--- src/rtl/mdu_divider.sv ---
// Iterative restoring divider for DIV/DIVU: one quotient bit per cycle, fixed WIDTH+2 edge latency.
// Quotient returns on Lo, remainder on Hi; sign fix-up and divide-by-zero are resolved in FIX.
`timescale 1ns/1ps
module mdu_divider #(
  parameter int WIDTH = 32
) (
  input  logic             clk,
  input  logic             reset_n,
  input  logic             validIn,
  input  logic             sign,
  input  logic [WIDTH-1:0] SrcA,
  input  logic [WIDTH-1:0] SrcB,
  output logic             validOut,
  output logic [WIDTH-1:0] Hi,
  output logic [WIDTH-1:0] Lo,
  output logic             busy
);
  localparam int CW = (WIDTH > 2) ? $clog2(WIDTH) : 1;

  typedef enum logic [1:0] {IDLE, CALC, FIX, DONE} state_t;

  state_t           r_state, w_next;
  logic [CW-1:0]    r_cnt;
  logic             r_dz, r_neg_q, r_neg_r;
  logic [WIDTH-1:0] r_a_raw, r_divr, r_rem, r_quot, r_hi, r_lo;

  logic [WIDTH-1:0] w_abs_a, w_abs_b;
  logic [WIDTH:0]   w_shift;
  logic [WIDTH+1:0] w_diff;
  logic             w_ge;
  logic [WIDTH-1:0] w_q_fix, w_r_fix;

  assign w_abs_a = (sign && SrcA[WIDTH-1]) ? -SrcA : SrcA;
  assign w_abs_b = (sign && SrcB[WIDTH-1]) ? -SrcB : SrcB;

  // Extra top bit on the difference is the borrow, so the compare survives a shifted remainder >= 2^WIDTH.
  assign w_shift = {r_rem, r_quot[WIDTH-1]};
  assign w_diff  = {1'b0, w_shift} - {2'b00, r_divr};
  assign w_ge    = ~w_diff[WIDTH+1];

  assign w_q_fix = r_neg_q ? -r_quot : r_quot;
  assign w_r_fix = r_neg_r ? -r_rem  : r_rem;

  always_comb begin
    w_next = r_state;
    unique case (r_state)
      IDLE: if (validIn) w_next = CALC;
      CALC: if (r_cnt == CW'(WIDTH-1)) w_next = FIX;
      FIX:  w_next = DONE;
      DONE: w_next = IDLE;
      default: w_next = IDLE;
    endcase
  end

  always_ff @(posedge clk or negedge reset_n) begin
    if (!reset_n) begin
      r_state <= IDLE;
      r_cnt   <= '0;
      r_dz    <= 1'b0;
      r_neg_q <= 1'b0;
      r_neg_r <= 1'b0;
      r_a_raw <= '0;
      r_divr  <= '0;
      r_rem   <= '0;
      r_quot  <= '0;
      r_hi    <= '0;
      r_lo    <= '0;
    end else begin
      r_state <= w_next;
      unique case (r_state)
        IDLE: if (validIn) begin
          r_a_raw <= SrcA;
          r_quot  <= w_abs_a;
          r_divr  <= w_abs_b;
          r_dz    <= (SrcB == '0);
          r_neg_q <= sign & (SrcA[WIDTH-1] ^ SrcB[WIDTH-1]);
          r_neg_r <= sign & SrcA[WIDTH-1];
          r_rem   <= '0;
          r_cnt   <= '0;
        end
        CALC: begin
          r_rem  <= w_ge ? w_diff[WIDTH-1:0] : w_shift[WIDTH-1:0];
          r_quot <= {r_quot[WIDTH-2:0], w_ge};
          r_cnt  <= r_cnt + 1'b1;
        end
        FIX: begin
          // Divide by zero wins over any sign correction.
          r_lo <= r_dz ? '1      : w_q_fix;
          r_hi <= r_dz ? r_a_raw : w_r_fix;
        end
        default: ;
      endcase
    end
  end

  assign validOut = (r_state == DONE);
  assign busy     = (r_state != IDLE);
  assign Hi       = r_hi;
  assign Lo       = r_lo;

endmodule
--- config.mk ---
export PLATFORM = sky130hd
export DESIGN_NAME = mdu_divider
export DESIGN_NICKNAME = d
export VERILOG_FILES = /design/src/rtl/mdu_divider.sv
export SDC_FILE = /design/constraint.sdc
export NUM_CORES = 1
export LEC_CHECK = 0
export CORE_MARGIN = 4
export CORE_UTILIZATION = 38
export DETAILED_ROUTE_END_ITERATION = 8
export GPL_TIMING_DRIVEN = 0
export PLACE_DENSITY = 0.64
export SETUP_SLACK_MARGIN = 0.3
export SYNTH_ARGS = -nofsm -noshare
export SYNTH_HDL_FRONTEND = slang
export SYNTH_SLANG_ARGS = --single-unit
--- constraint.sdc ---
create_clock -name clk -period 8.48 [get_ports clk]
set_input_delay 1.696 -clock clk [delete_from_list [all_inputs] [get_ports clk]]
set_output_delay 1.696 -clock clk [all_outputs]
set_load 0.02 [all_outputs]
==> After elaboration in Yosys (flattened, before gate mapping) <==
Cells that the tools add are included.
W data, S select, Z words.
{ "totals": {"register_bits": 202, "inputBits": 68, "output_inout_bits": 66, "elab_cells": 52} }
{ "classes": {"n_addsub": 6, "n_eq_ne": 6, "muxes": 16, "n_bitwise": 4, "reduce_logical": 9} }
{ "ops": {"columns": ["cell", "count"], "rows": [
  ["$mux W32", 9],
  ["$neg A32 Y32", 4],
  ["$pmux W32 S2", 2],
  ["$sub A33 B32 Y34", 1],
  ["$logic_not A32 Y1", 1],
  ["$pmux W5 S2", 1],
  ["$pmux W2 S4", 1],
  ["$reduce_and A2 Y1", 3],
  ["$add A5 B1 Y5 const B", 1],
  ["$eq A5 B5 Y1 const B", 1],
  ["$mux W5", 1],
  ["$eq A2 B2 Y1 const B", 2],
  ["$mux W2", 2],
  ["$ne A2 B2 Y1 const B", 2],
  ["$reduce_bool A2 Y1", 2],
  ["$and A1 B1 Y1", 2],
  ["$eq A2 B1 Y1 const B", 1],
  ["$logic_and A1 B1 Y1", 2],
  ["$logic_not A2 Y1", 1],
  ["$not A1 Y1", 1],
  ["$xor A1 B1 Y1", 1]
]} }

==> Logic depth before layout (Yosys ltp) <==
{ "depth": {"ltp_word": 4, "mapped_depth": 13, "depth_no_buf": 13} }

==> Worst setup path before layout <==
Ideal clock, no wire load.
{ "synth_timing": {"path_kind": "input to register", "start": "input port SrcA[8]", "end": "register r_quot[29]", "setup_ns": 0.133, "arrival_ns": 3.824, "required_time_ns": 8.347, "slack_ns": 4.523, "stages": 9, "path_buffers": 0, "path_cell_list": "or4_1 > or3_1 > nor4_2 > nand3b_1 > o41ai_1 > xor2_1 > nor2_1 > a21oi_1 > o21ai_0"} }
{ "synth_via": {"elab_chain_cells": 4} }
{ "synth_rtl": {"columns": ["element", "line", "text"], "rows": [
  ["start, declared", "11", "input logic [WIDTH-1:0] SrcA,"],
  ["$neg A32 Y32", "33", "assign w_abs_a = (sign && SrcA[WIDTH-1]) ? -SrcA : SrcA;"],
  ["$mux W32", "33", null],
  ["$mux W32", "71", "IDLE: if (validIn) begin"],
  ["$pmux W32 S2", "70", "unique case (r_state)"],
  ["end signal, assigned", "73", "r_quot <= w_abs_a;"],
  ["end signal, assigned", "83", "r_quot <= {r_quot[WIDTH-2:0], w_ge};"],
  ["end, declared", "25", "logic [WIDTH-1:0] r_a_raw, r_divr, r_rem, r_quot, r_hi, r_lo;"]
]} }
No other way between the ends. The select of a mux whose other input is x is not followed.
A chain may end at the register's enable or synchronous reset.

==> Final worst setup path <==
Ends and elaborated chain as after synthesis.

==> flow_summary.yaml <==
critical_path:
  path_delay_family: "simple AND/OR/NAND/NOR gates"
  end_kind: "register"
  crit_path_max_fanout: 5
  critical_path_arrival_ns: 4.80
  critical_path.cell_chain: "clkdlybuf4s50_1, or4_1, or3_1, nor4_2, nand3b_1, o41ai_1, xor2_1, nor2_1, a21oi_1, o21ai_0"
  critPathMaxStageDelay_ns: 0.65
  cell_with_the_largest_stage_delay_on_the_worst_path: "or4_1"
  worstPathRequired_ns: 8.85
  critical_path_class: "input pin to register"
  crit_buf_inv: 1
  cp-start-kind: "input pin"
sta:
  final-max-slew-violation-count: 0
  timing.fmax_ghz: 0.226
  layout_setup_ws_ns: 4.05
  fin_hold_ws_ns: 0.479
  finalClockSkew_ns: 0.0124
  time_the_final_worst_path_needs_with_i_o_delays_and_setup_ns: 4.43
  hold_viol: 0
  unrepaired_setup_endpoints_after_global_routing: "false"
  setup-violations-final: 0
  slew_headroom: 0.308
  layout_worst_path_cycle_share: 0.523
  slew_at_the_pin_closest_to_its_max_slew_limit_ns: 1.01
final_layout:
  filler_cells_inserted: 3142
  nNetsFinal: 1653
  postLayoutCellArea_um2: 15200
  area_delta_synth_final_pct: 22.4
  antenna-diode-count: 0
  final_layout_size_suffix_gt1_frac: 0.0700
drt:
  detail_route.wirelength_um: 35600
  antenna_violating_nets_post_route: 0
  drt-initial-drc-count: 705
  num_vias: 10600
  dr.pass1.iters: 5
  drc_errors: 0
  detail_route.wl_per_cell_um: 17.8
  viasPerCell: 5.30
floorplanning:
  die_extent_in_x_um: 189
  die_span_y_um: 189
  floorplan.initialDensity: 0.384
  io_pins: 134
  fp.coreArea_um2: 32500
  die_area_um2: 35700
  placement_rows: 66
synthesis:
  synth_top_cells_by_count: "202 x dfrtp_1, 174 x o21ai_0, 167 x nand2_1, 105 x a21oi_1"
  synth.cell_area_um2: 12500
  async_s_r_ff_share_synth: 1.00
  synthCells: 1381
  yosysSeqAreaShare: 0.406
  synth_fp_nets: 1492
  synth_top_area_cells: "dfrtp_1 41%, o21ai_0 7.0%, xnor2_1 5.8%"
  synth_top_cell_by_area: "dfrtp_1"
  cell_with_the_most_instances_after_synthesis: "dfrtp_1"
  synth_top_area_frac: 0.406
  synth_top_flop_cell: "dfrtp_1"
  synth.avg_cell_area_um2: 9.02
  synth-edff-count: 0
  synth_cell_type_count: 60
  yosysWarnings: 0
  synth_seq_cells: 202
pwr:
  cellPowerDensity_nw_per_um2: 413
  p_total_uw: 6290
  power.static_leakage_uw: 0.00640
  max-vdd-ir-drop_uv: 217
global_route:
  grt_use_total: 0.195
  first_pass_grt_wire_length_um: 57100
  maximum_number_of_pins_on_one_net_before_global_route_repair: 110
  antenna_found_initial: 0
  overflow_after_grt: 0
  grt_pass1_vias: 10600
min_path:
  hp-class: "register to register"
placement:
  postPlaceCellArea_um2: 14400
  gp_routability_congestion: 0.922
  placement.setup.worst_slack_ns: 3.56
  hpwlAfterDp_um: 27600
  count_of_buffers_from_port_buffering: 133
clocking:
  cts_inserted_buffers: 25
  htreeDepth: 1
  post_cts.resized_instances: 0
  clock_insertion_delay_worst_skew_ns: 0.52
  path_clk_slew_ns: 0.06
  clock_tree.buffer_depth: 3
  tritoncts: "built"
  cts.root.buffer_cell: "clkbuf_16"
  cts_hold_buf: 0
  numClockSinks: 202
  cts_setup_buffers: 0
run_status:
  status: "complete, no violations"
job:
  drv_cap: 0
final timing paths:
kind | cells past startpoint | slack, ns | to | startpoint
setup / recovery | 10 | 4.05 | r_quot[29] | SrcA[8]
hold / removal | 2 | 0.48 | r_divr[14] | r_divr[14]
setup reg to reg | 13 | 4.32 | r_rem[30] | r_quot[31]
hold reg to reg | 2 | 0.48 | r_divr[14] | r_divr[14]
max in group asynchronous | 2 | 6.31 | Hi[24] | reset_n
min in group asynchronous | 1 | 1.19 | Lo[3] | reset_n
cells by family (layout without fill, tap and decap cells):
kind of cell	after synthesis	in the layout	synth area share
compound gates	419	419	0.204
simple gates	365	365	0.135
flops	202	202	0.406
xor+xnor	140	140	0.0985
buf+inv	131	308	0.0419
mux	81	81	0.0709
fa+ha+maj	43	43	0.0438
stage by stage:
step           instances  setup TNS [ns]  utilization
2_1_floorplan       1381               0            -
3_3_place_gp        1956         -545.34        0.442
3_5_place_dp        1957               0        0.443
4_1_cts             2000               0        0.470
5_1_grt             2000               0        0.470
6_report            2000               0        0.470
power breakdown:
group	leakage, uW	switching, uW	internal, uW
Sequential	0.00250	395	1400
Combinational	0.00348	1900	1460
Clock	0.000422	414	717
sequential cells by signal, summed over array words and instances (netlist names):
register,flops
r_state,2
r_divr,32
r_rem,32
r_neg_q,1
r_a_raw,32
r_quot,32
Hi,32
r_neg_r,1
Lo,32
r_cnt,5
r_dz,1
worst min-delay path, delay by kind of cell (launching register included):
family / cells / cell delay [ns]
flops: 1 / 0.34
simple gates: 1 / 0.05
compound gates: 1 / 0.06
cell usage in the layout (no fill, tap or decap), types with 15 or more instances in the layout:
| cell | count |
|---|---|
| or4_1 | 15 |
| nand2_1 | 167 |
| or3_1 | 15 |
| o41ai_1 | 18 |
| inv_1 | 60 |
| o22a_1 | 31 |
| xnor2_1 | 83 |
| dfrtp_1 | 202 |
| ha_1 | 42 |
| o21ai_0 | 174 |
| nor2_1 | 83 |
| xor2_1 | 57 |
| clkbuf_1 | 64 |
| clkdlybuf4s50_1 | 132 |
| mux2i_1 | 26 |
| clkbuf_16 | 25 |
| o31ai_1 | 24 |
| a21oi_1 | 105 |
| mux2_2 | 54 |
cell type report:
class | count | area, um2 | area share
clock buffer | 33 | 686 | 0.0450
multi-input combinational | 1048 | 6880 | 0.451
clock inverter | 10 | 181 | 0.0119
tap | 442 | 553 | 0.0363
timing repair buffer | 134 | 1360 | 0.0895
inverter | 60 | 225 | 0.0148
buffer | 71 | 297 | 0.0195
sequential | 202 | 5050 | 0.332
routing by layer:
layer | vias to the layer above | global-route usage | wire length (um)
li1 | 5241 | - | -
met3 | 55 | 0.0225 | 1680
met2 | 274 | 0.341 | 17300
met4 | 0 | 0.0457 | 780
met1 | 5022 | 0.261 | 15900
met5 | - | 0 | 0
(Power assumes the default switching activity.)
==> RTL change, RTL diff (config.mk and constraints unchanged) <==
Reset style: synchronous (`reset_n`), changed in one clocked block.
--- a/src/rtl/mdu_divider.sv
+++ b/src/rtl/mdu_divider.sv
@@ -52,7 +52,7 @@
     endcase
   end
 
-  always_ff @(posedge clk or negedge reset_n) begin
+  always_ff @(posedge clk) begin
     if (!reset_n) begin
       r_state <= IDLE;
       r_cnt   <= '0;
Formal check against the unedited RTL: differs if reset_n is asserted again (counterexample within 4 cycles, from zero or initial values and one cycle with reset_n low); with reset_n held inactive, the same outputs for 10 cycles.
==> RTL change against the unedited design <==
Count of clock-buffer cells in the layout is the same; final area shrank 3.6%; synthesized area shrank 2.8%; wire length grew 7.2%; sequential power shrank 26%; register-to-register slack gained 0.21 ns; utilization shrank 0.28 points; setup slack lost 0.23 ns; clock power shrank 9.7%; sequential cell count is the same; total power shrank 34%; critical path type unchanged; highest routed layer unchanged.
==> RTL change: results (changes against the unedited design) <==
| Metric | Value |
|---|---|
| Number of global-route vias before repair | `11.05k (+3.9%)` |
| Met3 WL | `1960 microns (+17%)` |
| Placed wire-length estimate | `30040 microns (+9.0%)` |
| R2r setup slk | `4.53 ns (+0.21 ns)` |
| Fraction of area in registers | `27.53% (-5.6 points)` |
| Nets@finish | `1854 (+12%)` |
| Inverters | `54 (-10%)` |
| Mux cell area share after synthesis | `4.053% (-3.0 points)` |
| Crit path arrival time | `5.14 ns (+0.34 ns)` |
| Top FF cell, synth | `dfxtp_1` |
| Worst slack at placement | `3.330 ns (-0.2280 ns)` |
| Synthesized Nets | `1696 (+14%)` |
| First-pass GRT wire length | `60040 microns (+5.2%)` |
| R2R Path Start | `r_quot[31]$_SDFFE_PN0P_` |
| Commonest cells in the netlist | `254 x nand2_1, 202 x dfxtp_1, 148 x nor2_1` |
| Post-synthesis compound-gate area fraction | `23.04% (+2.6 points)` |
| Crit path time final | `4.666 ns (+0.2345 ns)` |
| CP Launch Point | `SrcB[4]` |
| Clock Power Share | `24.5% (+6.5 points)` |
| Netlist cell types | `63 (+5.0%)` |
| Xor/xnor cell area share of the yosys netlist | `10.20% (+0.36 points)` |
| Tot Pwr | `0.004151 W (-34%)` |
| Final GP Congestion | `0.8960 (-2.8%)` |
| Multi-input logic area | `0.007485 sq mm (+8.8%)` |
| DP Area | `0.01393 sq mm (-3.1%)` |
| CTS buffer count | `24 (-4.0%)` |
| Multi-In Gates | `1231 (+17%)` |
| Clk tree area frac | `5.212% (-0.48 points)` |
| GRT Total Usage | `20.84% (+1.3 points)` |
| Largest net degree at the start of global routing | `13 (-88%)` |
| Max VDD drop | `0.1509 mV (-30%)` |
| Share of layout cells above drive strength 1 | `3.191% (-3.8 points)` |
| Hold_ws | `0.4559 ns (-0.02294 ns)` |
| Lkg Pwr | `5.502 nW (-14%)` |
| Dominant cells by area after synthesis | `dfxtp_1 33%, nand2_1 7.9%, o21ai_0 6.0%` |
| Multi-input gate share of total cell area | `50.95% (+5.8 points)` |
| Routed vias/inst | `5.402 (+2.0%)` |
| Outcome | `finished clean` |
| WL met1 | `17140 microns (+7.6%)` |
| Comb. pwr | `0.00180 W (-46%)` |
| Number of fill cells | `3075 (-2.1%)` |
| Port Buffer Count | `132 (-0.75%)` |
==> RTL change: worst reg2reg max path, stage by stage, from the launching register on <==
cell and delay (ns):
dfxtp_1 0.36, inv_1 0.14, ha_1 0.24, inv_1 0.07
fa_1 0.20, a21oi_1 0.09, and4b_1 0.29, o21ai_0 0.15
a2111oi_0 0.92, or2_2 0.28, a31oi_1 0.17, mux2i_1 0.16
a2111oi_0 0.59, o21ai_0 0.15
==> RTL change: layer usage <==
layer | vias to the layer above | GRT usage [%]
met5 | - | 0
met4 | 0 | 5.717
met3 | 58 | 2.469
met2 | 328 | 36.18
met1 | 5396 | 27.56
li1 | 5870 | -
==> RTL change: cells by family after synthesis <==
family	count (synthesis)
adder cells (fa/ha/maj)	43
buffers and inverters	152
flip-flops	202
AO/OA/AOI/OAI	453
multiplexers	49
AND/OR/NAND/NOR	545
XOR/XNOR	141
